## src/rtl/masked_popcount_acc.sv

```systemverilog
// Frame accumulator for masked vectors: counts set bits and beats per frame
// and presents the saturating totals on a registered valid/ready result port.
module masked_popcount_acc #(
  parameter int N     = 4,
  parameter int SUM_W = 8,
  parameter int WC_W  = 4
) (
  input  logic             clk,
  input  logic             rst_n,
  input  logic             in_valid,
  output logic             in_ready,
  input  logic [N-1:0]     in_data,
  input  logic             in_last,
  output logic             out_valid,
  input  logic             out_ready,
  output logic [SUM_W-1:0] out_sum,
  output logic [WC_W-1:0]  out_words,
  output logic             out_ovf
);

  localparam int PW = $clog2(N + 1);

  // Handshake: a beat moves when in_valid && in_ready at a rising clk; a
  // result moves when out_valid && out_ready. Payloads are stable while
  // their valid is high and ready is low.

  typedef enum logic [1:0] {
    IDLE = 2'd0,
    ACC  = 2'd1,
    HOLD = 2'd2
  } state_t;

  state_t state;
  state_t next_state;

  logic [SUM_W-1:0] acc_sum;
  logic [WC_W-1:0]  acc_words;
  logic             acc_ovf;

  logic             accept;
  logic             consume;
  logic [PW-1:0]    pop;
  logic [SUM_W:0]   sum_wide;
  logic             sum_clamp;
  logic             words_clamp;
  logic [SUM_W-1:0] sum_next;
  logic [WC_W-1:0]  words_next;
  logic             ovf_next;

  assign accept  = in_valid && in_ready;
  assign consume = out_valid && out_ready;

  always_comb begin
    pop = '0;
    for (int i = 0; i < N; i++) begin
      pop = pop + PW'(in_data[i]);
    end
  end

  // One guard bit above the accumulator catches the carry before clamping.
  assign sum_wide    = {1'b0, acc_sum} + (SUM_W + 1)'(pop);
  assign sum_clamp   = sum_wide[SUM_W];
  assign sum_next    = sum_clamp ? {SUM_W{1'b1}} : sum_wide[SUM_W-1:0];
  assign words_clamp = (acc_words == {WC_W{1'b1}});
  assign words_next  = words_clamp ? acc_words : acc_words + 1'b1;
  assign ovf_next    = acc_ovf || sum_clamp || words_clamp;

  always_ff @(posedge clk or negedge rst_n) begin
    if (!rst_n) begin
      state <= IDLE;
    end else begin
      state <= next_state;
    end
  end

  always_comb begin
    next_state = state;
    case (state)
      IDLE: if (accept) next_state = in_last ? HOLD : ACC;
      ACC:  if (accept && in_last) next_state = HOLD;
      HOLD: if (consume) next_state = IDLE;
      default: next_state = IDLE;
    endcase
  end

  always_comb begin
    in_ready  = (state != HOLD);
    out_valid = (state == HOLD);
  end

  always_ff @(posedge clk or negedge rst_n) begin
    if (!rst_n) begin
      acc_sum   <= '0;
      acc_words <= '0;
      acc_ovf   <= 1'b0;
      out_sum   <= '0;
      out_words <= '0;
      out_ovf   <= 1'b0;
    end else if (consume) begin
      acc_sum   <= '0;
      acc_words <= '0;
      acc_ovf   <= 1'b0;
    end else if (accept) begin
      acc_sum   <= sum_next;
      acc_words <= words_next;
      acc_ovf   <= ovf_next;
      if (in_last) begin
        out_sum   <= sum_next;
        out_words <= words_next;
        out_ovf   <= ovf_next;
      end
    end
  end

endmodule

```

## config.mk

```make
export PLATFORM = sky130hd
export DESIGN_NAME = masked_popcount_acc
export DESIGN_NICKNAME = d
export VERILOG_FILES = /design/src/rtl/masked_popcount_acc.sv
export SDC_FILE = /design/constraint.sdc
export NUM_CORES = 1
export LEC_CHECK = 0
export CAP_MARGIN = 20
export CORE_MARGIN = 2
export CORE_UTILIZATION = 40
export CTS_CLUSTER_SIZE = 40
export DETAILED_ROUTE_END_ITERATION = 8
export SYNTH_ARGS = -nofsm -noshare
export SYNTH_HDL_FRONTEND = slang
export SYNTH_SLANG_ARGS = --single-unit
```

## constraint.sdc

```tcl
create_clock -name clk -period 1.8 [get_ports clk]
set_input_delay 0.27 -clock clk [delete_from_list [all_inputs] [get_ports clk]]
set_output_delay 0.27 -clock clk [all_outputs]
set_load 0.1 [all_outputs]
```

==> out/qor.csv <==
metric,value,unit
Fin. Hold Viols,0,
CP required,2010,ps
Vias,1210,
synthesized area per cell,10.16,µm²
Clk pwr share,16.8,%
status,finished with violations,
"setup slack, reg-to-reg",-130,ps
Crit. End Element,register,
CTS H-tree depth,1,
sequential fraction of the synthesis area,46.90,%
Worst Skew,4.059,ps
fillers,344,
CTS tree,built,
"Distinct cells, synth",43,
Synthesized Nets,161,
Peak Freq,460.5,MHz
Post-CTS Hold Fix Bufs,0,
PnR Total Power,3.028,mW
maximum fanout along the worst path,6,
First-pass DRT Iterations,4,
RSZ-0062 raised after global routing,true,
Mapped Area,0.001494,mm²
setup ws final,-371.5,ps
largest net degree at the start of global routing,29,
failing checks,setup timing,
WL/cell,15.65,µm
Flop pwr share,32.2,%
Placer Congestion,0.7960,
clk slew on worst S/H paths,100,ps
clock buffer count from CTS,3,
share of post-route cells with drive strength above 1,34.10,%
CP endpoint,acc_sum[2],
crit path DAT,2380,ps
clk root buf,clkbuf_8,
power density cells,1555,mW/mm²
Antenna Nets Post-Route,0,
reg2reg start,acc_sum[0],
switching power,1.451,mW
ranking of synthesized cells by area,"dfrtp_1 47%, o21ai_0 4.4%, fa_1 4.0%, nand2_1 3.5%, a21oi_1 3.0%",
antenna fix cells,0,
Hold Crit Class,input port to async pin,
FP Rows,22,
clock latency at the later pin of the worst-skew pair,280,ps
post-route minimum period,2172,ps
fin. max-slew vios,0,
drt initial violations,66,
"Top FF cell, synth",dfrtp_1,
Worst Setup Start Kind,input port,
VDD IR max,0.0007978,V
Layout area overhead,30.32,%
Final Util,53.58,%
Clock Sinks,28,
Die H,65.12,µm
final cycle utilization of the critical path,120.6,%
die span in x,65.12,µm
CP Launch Point,in_data[1],
Internal,1.577,mW
Async SR Flop Fraction,100.0,%
GRT Total Usage,18.45,%
Ports,24,
Final HPWL DP,2378,µm
Synth Instances,147,
sw frac,47.93,%
Yosys warning total,0,
vias per cell,5.475,
initial antenna violation count,0,
Initial Util,41.12,%
Core ar.,0.003633,mm²
DRC violations left,0,
LEAKAGE,0.8715,nW
register bit total from synthesis,28,
measured slew at the worst slew-check pin,486.4,ps
Max-slew headroom,66.93,%
port buffer count,23,
combinational power share,51.0,%
vias in the first global route,1250,
"area leader, netlist",dfrtp_1,
Worst R2R Path Depth,8,
nets@finish,188,
"commonest non-fill, non-tap cell in the layout",dfrtp_1,
max-cap viol count,0,
share of the synthesized area in the top cell type,46.90,%
Longest Clk Path Bufs,2,
number of synthesized flops with an enable pin,0,
Detailed Route WL,3458,µm
Die ar.,0.004240,mm²
grt ovf,0,
# placed instances,214,
Crit Path Class,input port to register,
first-pass GRT wire length,6044,µm
final cell count without fillers,221,
"commonest cells after routing, fill and taps aside","28 x dfrtp_1, 18 x buf_4, 13 x nand2_1, 11 x o21ai_0, 9 x nor2_1",
final setup vio count,18,
R2R Path End,acc_sum[2],
## metrics by stage
stage | setup WS [ps] | instance area [µm²] | hold WS (ps) | TNS (ps)
after CTS | -305.7 | 1893 | 379.1 | -4335
after floorplan | -479.2 | 1511 | -25.59 | -7462
after detailed placement | -1083 | 1784 | 448.2 | -18200
after global routing | -434.7 | 1947 | 385.0 | -6271
after global placement | -980.2 | 1784 | 440.1 | -16400
final | -371.5 | 1947 | 365.1 | -4863
## area by class of cell
type / count / area (µm²) / area share [%]
clock buffers: 3 / 41.29 / 2.121
clock inverters: 1 / 30.03 / 1.542
inverters: 6 / 22.52 / 1.157
multi-input cells: 105 / 799.5 / 41.07
flip-flops and latches: 28 / 700.7 / 35.99
well taps: 48 / 60.06 / 3.085
repair buffers: 30 / 292.8 / 15.04
## what timing repair did
action / in CTS / in global routing
buffers inserted: 2 / 1
resized for setup: 24 / 11
cloned: 0 / 0
setup endpoints to repair: 18 / 20
pin swaps: 10 / 7
## worst max-delay path: stages
cell	delay (ps)
buf_6	90
fa_1	550
inv_2	40
fa_2	340
inv_2	70
fa_2	210
and4_4	280
and4_4	310
a21oi_1	70
o2bb2ai_1	140
## synthesized netlist by cell type (4+ instances only)
cell type	number
o31ai_1	4
nand2_1	14
a21o_1	4
o21ai_0	13
inv_1	6
dfrtp_1	28
a21oi_1	9
a31oi_1	5
nor2_1	10
## how the worst min path moves through the flow
stage | startpoint | endpoint | cells after the start
floorplan | rst_n | acc_ovf | 0
global placement | state[1] | state[0] | 1
detailed placement | state[1] | state[0] | 1
CTS | rst_n | out_words[0] | 2
global route | rst_n | out_words[0] | 2
finish | rst_n | out_words[0] | 2
## flip-flops by register name, indices dropped and copies added (netlist names)
register   count
out_words      4
out_ovf        1
state          2
out_sum        8
acc_ovf        1
acc_words      4
acc_sum        8
## power groups by stage
stage                     logic (mW)  registers [mW]  clock network (mW)
after floorplan                0.514            1.56                   0
after global placement          1.42           0.969                   0
after detailed placement        1.44           0.978                   0
after CTS                       1.49           0.968               0.518
after global routing            1.64            1.01               0.547
final                           1.54           0.974               0.510
## per-layer routing
| metal | part of all wire [%] | GRT usage, % | vias to the layer above |
|---|---|---|---|
| met2 | 49 | 31.06 | 24 |
| met5 | 0 | 0 | - |
| met3 | 4.4 | 4.452 | 4 |
| met1 | 45 | 24.33 | 602 |
| li1 | - | - | 580 |
| met4 | 0.93 | 3.906 | 0 |
## logic make-up after synthesis
family | Yosys count | synth area share [%]
AOI/OAI and AO/OA | 50 | 21.53
xor gates and xnor gates | 4 | 2.345
adders and majority gates | 5 | 5.695
buffers and inverters | 14 | 5.527
DFF | 28 | 46.90
muxes | 4 | 2.764
and+or+nand+nor | 42 | 15.24
No activity file was read; power rests on OpenSTA's default activity.
==> RTL edit (same flow settings) <==
Re-encode `state_t` (3 states) as one-hot, 3 bits wide.
--- a/src/rtl/masked_popcount_acc.sv
+++ b/src/rtl/masked_popcount_acc.sv
@@ -24,10 +24,10 @@
   // result moves when out_valid && out_ready. Payloads are stable while
   // their valid is high and ready is low.
 
-  typedef enum logic [1:0] {
-    IDLE = 2'd0,
-    ACC  = 2'd1,
-    HOLD = 2'd2
+  typedef enum logic [2:0] {
+    IDLE = 3'b001,
+    ACC  = 3'b010,
+    HOLD = 3'b100
   } state_t;
 
   state_t state;
Check against the original RTL: no difference found for any inputs over 4 cycles, from zero or initial values and one cycle with rst_n low; so few cycles prove little.
==> RTL edit against the unedited design <==
The run still ends with negative setup slack left; core utilization up 1.4 points; critical endpoint is now acc_ovf; final cell count rose by 9.5%; sequential cell count up 1; wire length decreased by 3.2%; worst setup slack better by 0.024 ns; design area rose by 4.2%; sequential share of layout area fell by 0.15 points; non-clock buffer count is 10 higher; highest routed layer unchanged; area after synthesis rose by 3.9%; total power increased by 16%; largest power group unchanged.
==> RTL edit: results (changes against the unedited design) <==
Layout fillers 350 (was 344); GRT met3 Usage 4.09% (was 4.45%); largest net degree at the start of global routing 30 (was 29); final setup fails 18 (unchanged); vias per inst 5.33 (was 5.48); Post CTS Setup Buffer Count 0 (was 2); max incr delay on CP 0.52 ns (was 0.55 ns); Post-Route M1 WL 1530 microns (was 1570 microns); WP data arrival 2.35 ns (was 2.38 ns); Comb group 1.90 mW (was 1.54 mW); R2R setup slack -0.15 ns (was -0.13 ns); htree depth 2 (was 1); share of synthesized cell area in full adder, half adder and majority cells 5.48% (was 5.70%); seq pwr 1.11 mW (was 0.974 mW); VDD IR max 582 uV (was 798 uV); CTS resizes 25 (was 24); multiplexer area fraction after synthesis 3.39% (was 2.76%); Routed met2 length 1600 microns (was 1710 microns); met1 usage 21.7% (was 24.3%); Tot GR Track Use 16.9% (was 18.4%); failing checks negative setup slack (unchanged); DR iter-0 viols 41 (was 66); worst setup path end acc_ovf (was acc_sum[2]); status finished with violations (unchanged); Final WS setup -0.347 ns (was -0.372 ns); Post-Synth XOR/XNOR Area 2.26% (was 2.35%); synth top area cells dfrtp_1 (45%), o21ai_0 (4.5%), a31oi_1 (4.0%) (was dfrtp_1 (47%), o21ai_0 (4.4%), fa_1 (4.0%)); hold slack 0.372 ns (was 0.365 ns); internal power 1.77 mW (was 1.58 mW); clk slew on worst S/H paths 0.06 ns (was 0.10 ns); complex-gate fraction of the synthesized area 22.4% (was 21.5%); beginning of the critical path in_data[0] (was in_data[1]); Clock Skew 0.00620 ns (was 0.00406 ns); post-synthesis sequential area ratio 46.9% (about the same); CTS Buf Count 5 (was 3)
==> RTL edit: layout make-up <==
class | instances | share of cell area (%)
Tap cell | 48 | 2.96
Multi-Input combinational cell | 111 | 38.9
Timing Repair Buffer | 40 | 17.3
Sequential cell | 29 | 35.8
Clock buffer | 8 | 3.95
Inverter | 6 | 1.11
==> RTL edit: per-stage QoR <==
stage | cells | TNS, ns | cell area [sq um] | setup WS [ns] | util (%)
floorplan | 155 | -9.38 | 1570 | -0.631 | -
global placement | 233 | -16.04 | 1910 | -0.967 | 51.7
detailed placement | 233 | -16.95 | 1910 | -1.10 | 51.7
CTS | 242 | -4.18 | 2020 | -0.331 | 54.8
global route | 242 | -5.43 | 2030 | -0.388 | 55.0
finish | 242 | -4.23 | 2030 | -0.347 | 55.0
==> RTL edit: logic make-up (layout without fill, tap and decap cells) <==
group	Yosys count	count (layout)
AOI/OAI and AO/OA	53	53
and+or+nand+nor	44	44
DFF	29	29
buffers and inverters	15	54
adders and majority gates	5	5
muxes	5	5
xor gates and xnor gates	4	4
